$ cat config.mk
export PLATFORM = sky130hd
export DESIGN_NAME = chan_mux_seq
export DESIGN_NICKNAME = d
export VERILOG_FILES = /design/src/rtl/chan_mux_pkg.sv /design/src/rtl/chan_mux_scan_ctrl.sv /design/src/rtl/chan_mux_seq.sv
export SDC_FILE = /design/constraint.sdc
export NUM_CORES = 1
export LEC_CHECK = 0
export BUFFER_PORTS_ARGS = -buffer_cell sky130_fd_sc_hd__buf_4
export CORE_MARGIN = 8
export CORE_UTILIZATION = 44
export DETAILED_ROUTE_END_ITERATION = 8
export PLACE_DENSITY = 0.85
export SETUP_SLACK_MARGIN = 0.15
export SLEW_MARGIN = 20
export SYNTH_ARGS = -nofsm -noshare
export SYNTH_HDL_FRONTEND = slang
export SYNTH_HIERARCHICAL = 1
export SYNTH_SLANG_ARGS = --single-unit
$ cat constraint.sdc
create_clock -name clk -period 1.5 [get_ports clk]
set_input_delay 0.15 -clock clk [delete_from_list [all_inputs] [get_ports clk]]
set_output_delay 0.15 -clock clk [all_outputs]
set_load 0.02 [all_outputs]
$ cat src/rtl/chan_mux_pkg.sv
// Shared mode encodings for the channel mux and its scan controller.
// No timing of its own.
// No flow control of its own.
package chan_mux_pkg;

    typedef logic [1:0] mode_t;

    localparam mode_t MODE_MANUAL = 2'b00;
    localparam mode_t MODE_SCAN   = 2'b01;
    localparam mode_t MODE_HOLD   = 2'b10;

    // Encoding 2'b11 is reserved and treated exactly like hold, so any mode
    // with the top bit set freezes the selector and the output register.
    function automatic logic is_hold(input mode_t m);
        return m[1];
    endfunction

endpackage

$ cat src/rtl/chan_mux_scan_ctrl.sv
// Channel-index controller: manual load, round-robin scan with dwell, hold.
// cur_sel updates on the edge that samples sel_load or the dwell match.
// No backpressure; ena=0 freezes all state and forces scan_wrap low.
module chan_mux_scan_ctrl
    import chan_mux_pkg::*;
#(
    parameter int NCH     = 4,
    parameter int DWELL_W = 4,
    parameter int SEL_W   = $clog2(NCH)
) (
    input  logic               clk,
    input  logic               rst_n,
    input  logic               ena,
    input  mode_t              mode,
    input  logic [SEL_W-1:0]   sel_in,
    input  logic               sel_load,
    input  logic [DWELL_W-1:0] dwell,
    output logic [SEL_W-1:0]   cur_sel,
    output logic               scan_wrap,
    output logic               sel_err
);

    localparam logic [SEL_W:0]   NCH_V    = (SEL_W+1)'(NCH);
    localparam logic [SEL_W-1:0] LAST_SEL = SEL_W'(NCH - 1);

    logic [DWELL_W-1:0] cnt_q, cnt_d;
    logic [SEL_W-1:0]   sel_q, sel_d;
    logic               wrap_q, wrap_d;
    logic               err_q, err_d;

    // Next-state: load beats scan advance; the counter simply rolls over
    // when dwell is lowered below it, so it never needs saturation logic.
    always_comb begin
        cnt_d  = cnt_q;
        sel_d  = sel_q;
        wrap_d = 1'b0;
        err_d  = err_q;
        if (ena) begin
            if (sel_load && !is_hold(mode)) begin
                if ({1'b0, sel_in} < NCH_V) begin
                    sel_d = sel_in;
                    cnt_d = '0;
                end else begin
                    err_d = 1'b1;
                end
            end else if (mode == MODE_SCAN && cnt_q == dwell) begin
                cnt_d  = '0;
                sel_d  = (sel_q == LAST_SEL) ? '0 : sel_q + 1'b1;
                wrap_d = (sel_q == LAST_SEL);
            end else if (mode == MODE_SCAN) begin
                cnt_d = cnt_q + 1'b1;
            end else if (mode == MODE_MANUAL) begin
                cnt_d = '0;
            end
        end
    end

    // State registers with asynchronous clear.
    always_ff @(posedge clk or negedge rst_n) begin
        if (!rst_n) begin
            cnt_q  <= '0;
            sel_q  <= '0;
            wrap_q <= 1'b0;
            err_q  <= 1'b0;
        end else begin
            cnt_q  <= cnt_d;
            sel_q  <= sel_d;
            wrap_q <= wrap_d;
            err_q  <= err_d;
        end
    end

    assign cur_sel   = sel_q;
    assign scan_wrap = wrap_q;
    assign sel_err   = err_q;

endmodule

$ cat src/rtl/chan_mux_seq.sv
// Registered NCH:1 channel selector with manual, auto-scan and hold modes.
// din to dout is 1 cycle; a new cur_sel shows on dout one edge later.
// No backpressure; ena=0 freezes dout, dout_valid and the selector.
module chan_mux_seq
    import chan_mux_pkg::*;
#(
    parameter int WIDTH   = 4,
    parameter int NCH     = 4,
    parameter int DWELL_W = 4,
    parameter int SEL_W   = $clog2(NCH)
) (
    input  logic                 clk,
    input  logic                 rst_n,
    input  logic                 ena,
    input  logic [NCH*WIDTH-1:0] din,
    input  logic [1:0]           mode,
    input  logic [SEL_W-1:0]     sel_in,
    input  logic                 sel_load,
    input  logic [DWELL_W-1:0]   dwell,
    output logic [WIDTH-1:0]     dout,
    output logic                 dout_valid,
    output logic [SEL_W-1:0]     cur_sel,
    output logic                 scan_wrap,
    output logic                 sel_err
);

    mode_t            mode_w;
    logic [WIDTH-1:0] sel_dat;
    logic [WIDTH-1:0] dout_q, dout_d;
    logic             vld_q, vld_d;

    assign mode_w = mode_t'(mode);

    chan_mux_scan_ctrl #(
        .NCH     (NCH),
        .DWELL_W (DWELL_W),
        .SEL_W   (SEL_W)
    ) u_scan_ctrl (
        .clk       (clk),
        .rst_n     (rst_n),
        .ena       (ena),
        .mode      (mode_w),
        .sel_in    (sel_in),
        .sel_load  (sel_load),
        .dwell     (dwell),
        .cur_sel   (cur_sel),
        .scan_wrap (scan_wrap),
        .sel_err   (sel_err)
    );

    // Channel mux driven by the registered index, so dout lags cur_sel by one edge.
    always_comb begin
        sel_dat = '0;
        for (int k = 0; k < NCH; k++) begin
            if (cur_sel == SEL_W'(k)) begin
                sel_dat = din[k*WIDTH +: WIDTH];
            end
        end
    end

    // Output register loads whenever enabled and not holding; valid is sticky.
    always_comb begin
        dout_d = dout_q;
        vld_d  = vld_q;
        if (ena && !is_hold(mode_w)) begin
            dout_d = sel_dat;
            vld_d  = 1'b1;
        end
    end

    // Output registers with asynchronous clear.
    always_ff @(posedge clk or negedge rst_n) begin
        if (!rst_n) begin
            dout_q <= '0;
            vld_q  <= 1'b0;
        end else begin
            dout_q <= dout_d;
            vld_q  <= vld_d;
        end
    end

    assign dout       = dout_q;
    assign dout_valid = vld_q;

endmodule

==> flow_summary.yaml <==
timing:
  worst_pin_slew_ps: 604
  max_freq_mhz: 665
  fin_crit_sh_pct: 100
  skew_ps: 3.74
  rsz0062_at_grt: "yes"
  holdWs_ps: 150
  drv_slew: 0
  setup_tns_ps: -3.01
  setup_viol: 1
  final_hold_viol_count: 0
  maxSlewHeadroom_pct: 59.6
  min_period_ps: 1500
  worst_slack_ps: -3.01
run_status:
  failed_checks: "negative setup slack"
  status: "finished with violations"
yosys:
  syn_nets: 96
  synth_compound_area_share_pct: 11.4
  synth.avg_cell_area_sq_um: 11.4
  synth-seq-cells: 12
  synth-simple-area-share_pct: 16.4
  synthAdderAreaFrac_pct: 3.32
  synth_warnings: 6
  yosysUniqueCellTypes: 30
  synthXorXnorAreaFrac_pct: 5.64
  synth_area_sq_um: 754
  muxShareOfSynthArea_pct: 19.9
  synth_cells: 66
  yosysSeqAreaShare_pct: 39.8
  synth_top_family_by_area: "multiplexers"
clock_network:
  clk_latency_ps: 290
  cts_buffers: 3
  clk_path_buf_depth: 2
  cts_root_buf: "clkbuf_4"
  cts_max_level: 1
  path_clk_slew_ps: 80
  cts.sinks: 12
  cts_tree: "done"
critical_path:
  reg2reg_setup_slack_ps: -3
  cp.required_ps: 1680
  max_stage_delay_ps: 430
  worstSetupEndpointType: "register"
  reg2reg_to: "u_scan_ctrl/cur_sel[0]$_DFFE_PN0P_"
  crit_type: "reg -> reg"
  worstPathCellList: "xnor2_2 -> nand3b_4 -> or3_4 -> a32o_1"
  r2r.worst_path.cells: 4
  r2r_start: "u_scan_ctrl/cnt_q[0]$_DFFE_PN0P_"
  cp.arrival_ps: 1680
  slowest_stage: "dfrtp_1"
  cp-start-kind: "register"
  worstPathMaxFanout: 4
global_route:
  grt_max_degree: 13
  grt_antenna_before_repair: 0
  overflow: 0
  grt_pass1_vias: 815
  grt.total_usage_pct: 14.7
  grt_first_pass_wirelength_um: 3800
floorplanning:
  die_y_um: 57.4
  core_area_sq_mm: 0.00167
  die-area_sq_mm: 0.00330
  rows: 15
  num_io_pins: 37
  initial_core_util_pct: 45.2
  die_x_um: 57.4
detailed_routing:
  post-route-drc-count: 0
  drt_iter0_drc: 15
  drt_pass1_iterations: 4
  detail_route.vias_per_cell: 5.78
  final_antenna_net_count: 0
  num_vias: 757
  drt-total-wl_um: 2440
  wl_per_cell_um: 18.7
flow_run:
  drv_cap: 0
worst_hold_path:
  whs_path_depth: 2
  min_path_type: "in -> reg"
  min_to: "u_scan_ctrl/cur_sel[0]$_DFFE_PN0P_"
  worstHoldStart: "ena"
cells_and_area:
  mostFrequentLayoutCell: "buf_4"
  final_util_pct: 73.3
  drive_gt1_share_pct: 65.8
  area_delta_synth_final_pct: 62.2
  stdcell_count: 131
  final_cell_mix: "44 x buf_4, 10 x dfrtp_1, 6 x nand2_1"
  nets: 145
  insertedDiodeCount: 0
power:
  power_density_mw_per_mm2: 1010
  peakVddDrop_mv: 0.538
  p_leak_nw: 0.561
placement:
  portBuffers: 35
  dp_hpwl_um: 1710
  dp_cells: 121
  gp_congestion: 0.845
==> synth_stat cells <==
library cell	instances	area share [%]
dfrtp_1	12	40
nand2_1	6	3.0
mux2_2	4	6.0
mux4_1	4	14
inv_1	3	1.5
nand3_1	3	2.0
nor3_1	3	2.0
xnor2_1	3	3.5
a32o_1	2	2.7
ha_1	2	3.3
nand2b_1	2	1.7
nor2b_1	2	1.7
or2_2	2	1.7
or3_1	2	1.7
a21oi_1	1	0.66
a22o_2	1	1.3
a31o_2	1	1.2
buf_4	1	1.0
clkbuf_1	1	0.50
conb_1	1	0.50
nand3b_2	1	1.5
nor2_1	1	0.50
nor4_1	1	0.83
o21ai_0	1	0.66
o21ai_1	1	0.66
o21bai_1	1	1.0
o311ai_0	1	1.2
o31ai_1	1	1.0
o41ai_1	1	1.2
xnor2_2	1	2.2
==> worst max path at each step <==
stage,from,end,slack (ps),depth (start not counted)
floorplan,u_scan_ctrl/cnt_q[0]$_DFFE_PN0P_,u_scan_ctrl/cur_sel[0]$_DFFE_PN0P_,90,4
CTS,u_scan_ctrl/cnt_q[0]$_DFFE_PN0P_,u_scan_ctrl/cur_sel[0]$_DFFE_PN0P_,40,4
global route,u_scan_ctrl/cnt_q[0]$_DFFE_PN0P_,u_scan_ctrl/cur_sel[0]$_DFFE_PN0P_,-50,4
finish,u_scan_ctrl/cnt_q[0]$_DFFE_PN0P_,u_scan_ctrl/cur_sel[0]$_DFFE_PN0P_,-3,4
detailed placement,u_scan_ctrl/cnt_q[3]$_DFFE_PN0P_,u_scan_ctrl/cur_sel[0]$_DFFE_PN0P_,30,4
global placement,u_scan_ctrl/cur_sel[0]$_DFFE_PN0P_,u_scan_ctrl/cur_sel[0]$_DFFE_PN0P_,70,4
==> final cells by class <==
type,instances,area [sq um]
Clock buffer,4,36.3
Fill cell,110,447
Inverter,3,11.3
Multi-Input combinational cell,49,500
Sequential cell,12,303
Tap cell,17,21.3
Timing Repair Buffer,46,352
==> logic make-up after synthesis <==
logic type                 after synthesis
and+or+nand+nor                         23
DFF                                     12
muxes                                    8
AOI/OAI and AO/OA                       11
buffers and inverters                    5
other                                    1
xor gates and xnor gates                 4
adders and majority gates                2
==> timing repair <==
item / in CTS / in global routing
pin swaps: 2 / 3
endpoints found under the setup margin: 9 / 11
endpoints found under the hold margin: 12 / 0
hold buffers: 1 / 0
setup buffers: 4 / 1
cloned: 0 / 0
resized for setup: 6 / 11
==> state kept, by name, indices dropped and copies added, names as in the netlist <==
signal                 cells
dout                       4
dout_valid                 1
u_scan_ctrl/cnt_q          4
u_scan_ctrl/cur_sel        2
u_scan_ctrl/scan_wrap      1
==> worst max-delay path, delay by kind of cell, from the launching register on <==
kind / cells / cell delay (ps)
AOI/OAI and AO/OA: 1 / 250
xor gates and xnor gates: 1 / 210
DFF: 1 / 430
and+or+nand+nor: 2 / 500
==> power breakdown <==
| part | switching, mW | internal, mW | leakage (nW) |
|---|---|---|---|
| combinational | 0.217 | 0.298 | 0.394 |
| clock | 0.123 | 0.148 | 0.0210 |
| sequential | 0.0606 | 0.385 | 0.146 |
| total | 0.400 | 0.831 | 0.561 |
==> routing by layer <==
layer	vias to the layer above	track usage [%]	wire length [um]
li1	338	-	-
met1	374	15.9	956
met2	38	25.2	1260
met3	7	3.81	171
met4	0	8.21	52
met5	-	0	0
==> through the flow <==
stage | instance area [sq um] | setup slack (ps) | power (mW)
2_1_floorplan | 754 | 85.6 | 0.676
3_3_place_gp | 1060 | 67.2 | 0.864
3_5_place_dp | 1060 | 34.9 | 0.884
4_1_cts | 1170 | 44.2 | 1.19
5_1_grt | 1220 | -53.7 | 1.30
6_report | 1220 | -3.01 | 1.23
Power figures use the tool's default switching activity.
